[src/rtl/rsa_stream_wrapper.sv]
// Streams RSA operands from an Avalon-MM UART into an external exponentiation
// core and streams the result back out, one byte per polled transfer.
module rsa_stream_wrapper #(
  parameter int unsigned KEY_BITS  = 256,
  parameter int unsigned OUT_BYTES = KEY_BITS/8-1,
  parameter int unsigned CNT_W     = 16
) (
  input  logic                avm_clk,
  input  logic                avm_rst,
  output logic [4:0]          avm_address,
  output logic                avm_read,
  output logic                avm_write,
  input  logic [31:0]         avm_readdata,
  output logic [31:0]         avm_writedata,
  input  logic                avm_waitrequest,
  input  logic                i_key_reload,
  output logic                o_core_start,
  output logic [KEY_BITS-1:0] o_core_n,
  output logic [KEY_BITS-1:0] o_core_e,
  output logic [KEY_BITS-1:0] o_core_a,
  input  logic [KEY_BITS-1:0] i_core_result,
  input  logic                i_core_finished,
  output logic [CNT_W-1:0]    o_block_cnt,
  output logic                o_key_valid
);

  localparam int unsigned KEY_BYTES = KEY_BITS/8;
  localparam int unsigned BC_W      = $clog2(KEY_BYTES) + 1;

  localparam logic [4:0] ADDR_RX     = 5'd0;
  localparam logic [4:0] ADDR_TX     = 5'd4;
  localparam logic [4:0] ADDR_STATUS = 5'd8;

  typedef enum logic [2:0] {POLL_RX, READ_RX, CALC, POLL_TX, WRITE_TX} state_t;
  typedef enum logic [1:0] {PH_N, PH_E, PH_A} phase_t;

  state_t              r_state, w_state_nxt;
  phase_t              r_phase;
  logic                r_req;
  logic [BC_W-1:0]     r_rx_cnt, r_tx_cnt;
  logic [KEY_BITS-1:0] r_n, r_e, r_a, r_result;
  logic                r_start, r_key_valid, r_reload_pend;
  logic [CNT_W-1:0]    r_block_cnt;

  logic       w_done, w_rx_last, w_tx_last;
  logic [7:0] w_rx_byte;
  logic       w_unused;

  assign w_done    = r_req & ~avm_waitrequest;
  assign w_rx_last = (r_rx_cnt == BC_W'(KEY_BYTES - 1));
  assign w_tx_last = (r_tx_cnt == BC_W'(OUT_BYTES - 1));
  assign w_rx_byte = avm_readdata[7:0];
  assign w_unused  = ^avm_readdata[31:8];

  assign o_core_start = r_start;
  assign o_core_n     = r_n;
  assign o_core_e     = r_e;
  assign o_core_a     = r_a;
  assign o_block_cnt  = r_block_cnt;
  assign o_key_valid  = r_key_valid;

  always_ff @(posedge avm_clk or posedge avm_rst) begin
    if (avm_rst) r_state <= POLL_RX;
    else         r_state <= w_state_nxt;
  end

  always_comb begin
    w_state_nxt = r_state;
    unique case (r_state)
      POLL_RX:  if (w_done && avm_readdata[7]) w_state_nxt = READ_RX;
      READ_RX:  if (w_done) w_state_nxt = (r_phase == PH_A && w_rx_last) ? CALC : POLL_RX;
      CALC:     if (i_core_finished) w_state_nxt = POLL_TX;
      POLL_TX:  if (w_done && avm_readdata[6]) w_state_nxt = WRITE_TX;
      WRITE_TX: if (w_done) w_state_nxt = w_tx_last ? POLL_RX : POLL_TX;
      default:  w_state_nxt = POLL_RX;
    endcase
  end

  // Bus signals decode from the held state and request flag, so they cannot
  // move while the slave stalls.
  always_comb begin
    avm_read      = 1'b0;
    avm_write     = 1'b0;
    avm_address   = ADDR_STATUS;
    avm_writedata = '0;
    unique case (r_state)
      POLL_RX, POLL_TX: avm_read = r_req;
      READ_RX: begin
        avm_read    = r_req;
        avm_address = ADDR_RX;
      end
      WRITE_TX: begin
        avm_write     = r_req;
        avm_address   = ADDR_TX;
        avm_writedata = {24'd0, r_result[OUT_BYTES*8-1 -: 8]};
      end
      default: ;
    endcase
  end

  always_ff @(posedge avm_clk or posedge avm_rst) begin
    if (avm_rst) begin
      r_req         <= 1'b1;
      r_phase       <= PH_N;
      r_rx_cnt      <= '0;
      r_tx_cnt      <= '0;
      r_n           <= '0;
      r_e           <= '0;
      r_a           <= '0;
      r_result      <= '0;
      r_start       <= 1'b0;
      r_key_valid   <= 1'b0;
      r_reload_pend <= 1'b0;
      r_block_cnt   <= '0;
    end else begin
      r_start <= 1'b0;
      // One idle cycle after every completed transfer; no requests during CALC.
      if (w_done)                         r_req <= 1'b0;
      else if (!r_req && r_state != CALC) r_req <= 1'b1;
      if (i_key_reload) r_reload_pend <= 1'b1;
      unique case (r_state)
        READ_RX: if (w_done) begin
          r_rx_cnt <= w_rx_last ? '0 : r_rx_cnt + 1'b1;
          unique case (r_phase)
            PH_N: begin
              r_n <= {r_n[KEY_BITS-9:0], w_rx_byte};
              if (w_rx_last) r_phase <= PH_E;
            end
            PH_E: begin
              r_e <= {r_e[KEY_BITS-9:0], w_rx_byte};
              if (w_rx_last) begin
                r_phase     <= PH_A;
                r_key_valid <= 1'b1;
              end
            end
            default: begin
              r_a <= {r_a[KEY_BITS-9:0], w_rx_byte};
              if (w_rx_last) r_start <= 1'b1;
            end
          endcase
        end
        CALC: if (i_core_finished) begin
          r_result <= i_core_result;
          r_tx_cnt <= '0;
        end
        WRITE_TX: if (w_done) begin
          r_result <= r_result << 8;
          r_tx_cnt <= r_tx_cnt + 1'b1;
          if (w_tx_last) begin
            r_block_cnt <= r_block_cnt + 1'b1;
            if (r_reload_pend) begin
              r_key_valid <= 1'b0;
              r_phase     <= PH_N;
            end
            // A reload arriving on this very cycle is kept for the next block.
            r_reload_pend <= i_key_reload;
          end
        end
        default: ;
      endcase
    end
  end

endmodule
[config.mk]
export PLATFORM = sky130hd
export DESIGN_NAME = rsa_stream_wrapper
export DESIGN_NICKNAME = d
export VERILOG_FILES = /design/src/rtl/rsa_stream_wrapper.sv
export SDC_FILE = /design/constraint.sdc
export NUM_CORES = 2
export LEC_CHECK = 0
export ABC_AREA = 1
export ABC_CLOCK_PERIOD_IN_PS = 76800
export BUFFER_PORTS_ARGS = -buffer_cell sky130_fd_sc_hd__buf_2
export CELL_PAD_IN_SITES_DETAIL_PLACEMENT = 1
export CELL_PAD_IN_SITES_GLOBAL_PLACEMENT = 2
export CORE_AREA = 2 2 438 440
export CTS_CLUSTER_SIZE = 20
export DETAILED_ROUTE_END_ITERATION = 10
export DIE_AREA = 0 0 440 442
export GPL_ROUTABILITY_DRIVEN = 0
export HOLD_SLACK_MARGIN = 0.1
export PLACE_DENSITY_LB_ADDON = 0.15
export RECOVER_POWER = 50
export SYNTH_ARGS = -nofsm -noshare
export SYNTH_HDL_FRONTEND = slang
export SYNTH_SLANG_ARGS = --single-unit
export TNS_END_PERCENT = 5
[constraint.sdc]
create_clock -name avm_clk -period 76.8 [get_ports avm_clk]
set_clock_uncertainty 0.05 [all_clocks]
set_input_delay 0 -clock avm_clk [delete_from_list [all_inputs] [get_ports avm_clk]]
set_output_delay 0 -clock avm_clk [all_outputs]
set_load 0.005 [all_outputs]
# ---- After elaboration in Yosys (flattened, before gate mapping)
# Index checks and enable logic that the tools add are counted.
dict set report totals {
  reg_bits 1053
  input_bits 293
  out_inout_bits 825
  elab_cells 105
}
dict set report classes {
  addsub 3
  eq_ne 21
  muxes 44
  bitwise_logic 3
  reduce_logical 21
}
# operator count
set ops {}
lappend ops {{$mux W248} 2}
lappend ops {{$pmux W248 S2} 1}
lappend ops {{$mux W1} 18}
lappend ops {{$mux W6} 3}
lappend ops {{$add A16 B1 Y16 const B} 1}
lappend ops {{$mux W2} 8}
lappend ops {{$ne A2 B2 Y1 const B} 8}
lappend ops {{$mux W3} 5}
lappend ops {{$pmux W3 S5} 1}
lappend ops {{$reduce_and A3 Y1} 5}
lappend ops {{$add A6 B1 Y6 const B} 2}
lappend ops {{$eq A6 B5 Y1 const B} 2}
lappend ops {{$pmux W6 S2} 1}
lappend ops {{$mux W8} 1}
lappend ops {{$pmux W2 S2} 2}
lappend ops {{$pmux W4 S2} 1}
lappend ops {{$reduce_and A8 Y1} 1}
lappend ops {{$reduce_and A7 Y1} 1}
lappend ops {{$eq A3 B2 Y1 const B} 2}
lappend ops {{$ne A3 B3 Y1 const B} 2}
lappend ops {{$reduce_bool A2 Y1} 3}
lappend ops {{$reduce_and A5 Y1} 1}
lappend ops {{$logic_and A1 B1 Y1} 4}
lappend ops {{$eq A3 B1 Y1 const B} 1}
lappend ops {{15 further kinds} 16}

# ---- Logic depth before layout (Yosys ltp)
dict set report depth {
  word_depth 5
  ltp_mapped 10
  mapped_depth_nobuf 9
}

# ---- Worst setup path before layout
# No wires, ideal clock.
dict set report synth_path {
  path_kind {flip-flop to flip-flop}
  startpoint {reg r_state[1]}
  endpoint {reg r_result[114]}
  setup_ps 127
  arrival_time_ps 1511
  required_time_ps 76623
  path_slack_ps 75112
  stages_incl_launch_ff 10
  n_path_buf 3
  path_cell_list {dfrtp_1 nor2_4 nand2_2 nor2_2 inv_2 nand2_1 buf_6 buf_2 buf_2 o21ai_1}
}
dict set report synth_via {
  elab_chain_len 3
  elab_cells_between_ends 7
  cone_classes {eq/ne: 4; mux: 1; reduce/logical: 2}
}
# element line
set synth_lines {}
lappend synth_lines {{start, declared} 37} ;# state_t r_state, w_state_nxt;
lappend synth_lines {{start signal, assigned} 64} ;# else r_state <= w_state_nxt;
lappend synth_lines {{$eq A3 B3 Y1 / $eq A3 B2 Y1 (equally long branches)} 121} ;# unique case (r_state)
lappend synth_lines {{$ne A2 B2 Y1 (no source line) / $reduce_bool A2 Y1 (equally long branches)} n/a}
lappend synth_lines {{$reduce_and A3 Y1 (no source line)} n/a}
lappend synth_lines {{end signal, assigned} 143} ;# r_result <= i_core_result;
lappend synth_lines {{end signal, assigned} 147} ;# r_result <= r_result << 8;
lappend synth_lines {{end, declared} 41} ;# logic [KEY_BITS-1:0] r_n, r_e, r_a, r_result;
# Several ways; a longest one is shown, not always the timed one.
# A chain may end at the register's enable or synchronous reset.

==> impl_metrics.env <==
export IMPL_ys_seq_area_share_pct=62.2
export IMPL_grt_use_total_pct=17.7
export IMPL_violations="capacitance limit, slew limit"
export IMPL_synthCells=4543
export IMPL_cts_tree="done"
export IMPL_hold_path_depth=4
export IMPL_wirelength_um=173000
export IMPL_final_antenna_net_count=0
export IMPL_chipWidth_um=440
export IMPL_pin_count=1118
export IMPL_slew_headroom_pct=-449
export IMPL_cap_violations=13
export IMPL_setup_ws_ps=62720
export IMPL_final_nets=6326
export IMPL_critical_path_class="in2async"
export IMPL_syn_area_sq_um=42400
export IMPL_die_area_sq_um=194000
export IMPL_area_growth_pct=38.0
export IMPL_cts_max_level=4
export IMPL_num_vias=36400
export IMPL_fmax_ghz=0.0710
export IMPL_synth_top_family_by_area="compound AO/OA/AOI/OAI gates"
export IMPL_grt_overflow_total=0
export IMPL_synth_fa_ha_area_share_pct=0.118
export IMPL_clk_pin_slew_ps=50
export IMPL_rsz0062_at_grt="no"
export IMPL_finalMaxSlewViolations=1156
export IMPL_n_fill_cell=22400
export IMPL_post_drt_wl_per_cell_um=20.0
export IMPL_drc=0
export IMPL_root_buffer="clkbuf_16"
export IMPL_status="complete, but fails checks"
export IMPL_worst_slew_pin_slew_ps=8230
export IMPL_io_buffers=1058
export IMPL_grt_max_degree=245
export IMPL_drt_pre_antenna_iters=5
export IMPL_hp_class="in2reg"
export IMPL_crit_arrival_ps=14860
export IMPL_start_util_pct=22.4
export IMPL_pre_cts_slack_ps=71850
export IMPL_post_route_period_util_pct=18.3
export IMPL_synth_cell_types=29
export IMPL_clkSinkCount=1053
export IMPL_worstSkewPairLatency_ps=800
export IMPL_worst_setup_path_start_kind="input port"
export IMPL_synth_compound_area_share_pct=16.4
export IMPL_endpoint_kind="async pin"
export IMPL_grt_pass1_wl_um=259000
export IMPL_vias_per_cell=4.20
export IMPL_std_cell_rows=160
export IMPL_reg2reg_depth=8
export IMPL_p_leak_uw=0.0278
export IMPL_critPathMaxFanout=142
export IMPL_setup_viol=0
export IMPL_synth_simple_gate_area_share_pct=11.3
export IMPL_setup_tns_ps=0
export IMPL_post_cts_resized=0
export IMPL_peakVddDrop_mv=0.0177
export IMPL_dpl_hpwl_um=124000
export IMPL_cts_max_path_buffers=3
export IMPL_die_y_um=442
export IMPL_crit_required_ps=77590
export IMPL_finalHoldViolCount=0
export IMPL_synth_seq_cells=1053
export IMPL_cellPowerDensity_nw_per_um2=38.2
export IMPL_drive_gt1_share_pct=9.22
export IMPL_synth_xor_area_share_pct=0.248
export IMPL_antenna_found_initial=18
export IMPL_grt_pass1_vias=38500
export IMPL_power_uw=2230
export IMPL_core_sq_um=190000
export IMPL_syn_avg_cell_area_sq_um=9.33
export IMPL_drt_iter0_markers=1983
export IMPL_period_needed_ps=14080
export IMPL_fin_hold_ws_ps=207
export IMPL_numCtsBuffers=138
export IMPL_muxShareOfSynthArea_pct=0
export IMPL_yosysWarnings=0
cell type report:
type / count / area, sq um / area share (%)
clock inverter: 28 / 460 / 0.787
multi-input combinational: 2547 / 12000 / 20.4
inverter: 658 / 2470 / 4.23
antenna: 18 / 45.0 / 0.0770
clock buffer: 209 / 3970 / 6.79
sequential: 1053 / 26400 / 45.1
tap: 2511 / 3140 / 5.37
timing repair buffer: 1631 / 10100 / 17.3
critical path, stage by stage:
cell           delay, ps
dlygate4sd3_1        530
buf_2                130
dlygate4sd3_1        570
clkinvlp_2          2840
clkbuf_1            5960
clkbuf_1            2030
buf_4                850
buf_4                810
buf_4                720
cells in the final DEF (no fill, tap or decap), types with 5 or more instances in the layout:
cell type,Yosys,layout
clkinv_2,0,8
o211ai_1,240,240
buf_2,129,342
buf_4,31,20
nand4_1,9,9
o21ai_0,429,515
clkbuf_1,99,767
a21oi_1,362,362
nand2_1,759,763
clkbuf_8,0,25
nor2_1,406,409
xor2_1,6,6
inv_1,654,653
conb_1,1,27
xnor2_1,6,6
diode_2,0,18
o21ai_1,231,145
dfrtp_1,1052,1052
nand3_1,52,53
inv_16,0,6
buf_12,0,5
dlygate4sd3_1,0,541
clkbuf_16,0,138
per-stage QoR:
stage	utilization, %	cells	cell area [sq um]
final	30.9	8655	58500
after CTS	31.4	8637	59500
after detailed placement	26.2	7859	49600
after floorplan	-	4569	42500
after global routing	30.8	8651	58500
after global placement	26.2	7859	49600
Yosys cell counts:
cell,instances,area [sq um]
nand3b_1,1,7.51
o21ai_1,231,1160
buf_4,31,233
conb_1,1,3.75
o21bai_1,3,22.5
nor2_4,2,22.5
xor2_1,6,52.6
a21oi_1,362,1810
inv_2,4,15.0
nor2_1,406,1520
nand2_4,2,22.5
buf_6,30,338
nand3_2,1,10.0
nand3_1,52,260
dfstp_2,1,26.3
nor2_2,3,18.8
o21ai_0,429,2150
inv_1,654,2450
nand4_1,9,56.3
dfrtp_1,1052,26300
nand2_2,3,18.8
buf_1,22,82.6
buf_2,129,646
o211ai_1,240,1800
xnor2_1,6,52.6
clkbuf_1,99,372
ha_1,4,50.1
nor3_1,1,5.00
nand2_1,759,2850
state kept, by name (all words and copies together) (netlist names):
register	count
r_rx_cnt	6
o_core_n	256
r_state	3
o_core_start	1
r_result	248
o_core_a	256
r_req	1
o_key_valid	1
r_phase	2
r_tx_cnt	6
r_reload_pend	1
o_block_cnt	16
o_core_e	256
logic make-up after synthesis:
family,count (synthesis)
adders and majority gates,4
DFF,1053
AOI/OAI and AO/OA,1265
other,1
buffers and inverters,969
xor gates and xnor gates,12
and+or+nand+nor,1239
path summary, 6_finish.rpt:
check	start	to	slack [ps]
hold / removal	avm_readdata[5]	o_core_n[5]	210
hold reg to reg	o_core_e[255]	o_core_e[255]	420
setup reg to reg	r_state[1]	r_result[9]	66730
max in group avm_clk	r_state[1]	r_result[9]	66730
setup / recovery	avm_rst	o_core_a[127]	62720
min in group asynchronous	avm_rst	r_result[119]	1860
metal layers:
| metal | track usage (%) | wire length, um | vias to the layer above |
|---|---|---|---|
| met5 | 0 | 0 | - |
| li1 | - | - | 17500 |
| met1 | 19.9 | 67700 | 17900 |
| met2 | 30.6 | 86500 | 788 |
| met3 | 6.19 | 12600 | 236 |
| met4 | 6.60 | 6390 | 0 |
where the power goes:
group / total (uW) / switching, uW / internal, uW
clock network: 643 / 270 / 373
logic: 640 / 419 / 221
registers: 952 / 160 / 792
timing repair:
item,CTS,global route
endpoints found under the hold margin,415,0
setup buffers,0,0
hold buffers,541,0
(Power assumes the default switching activity.)
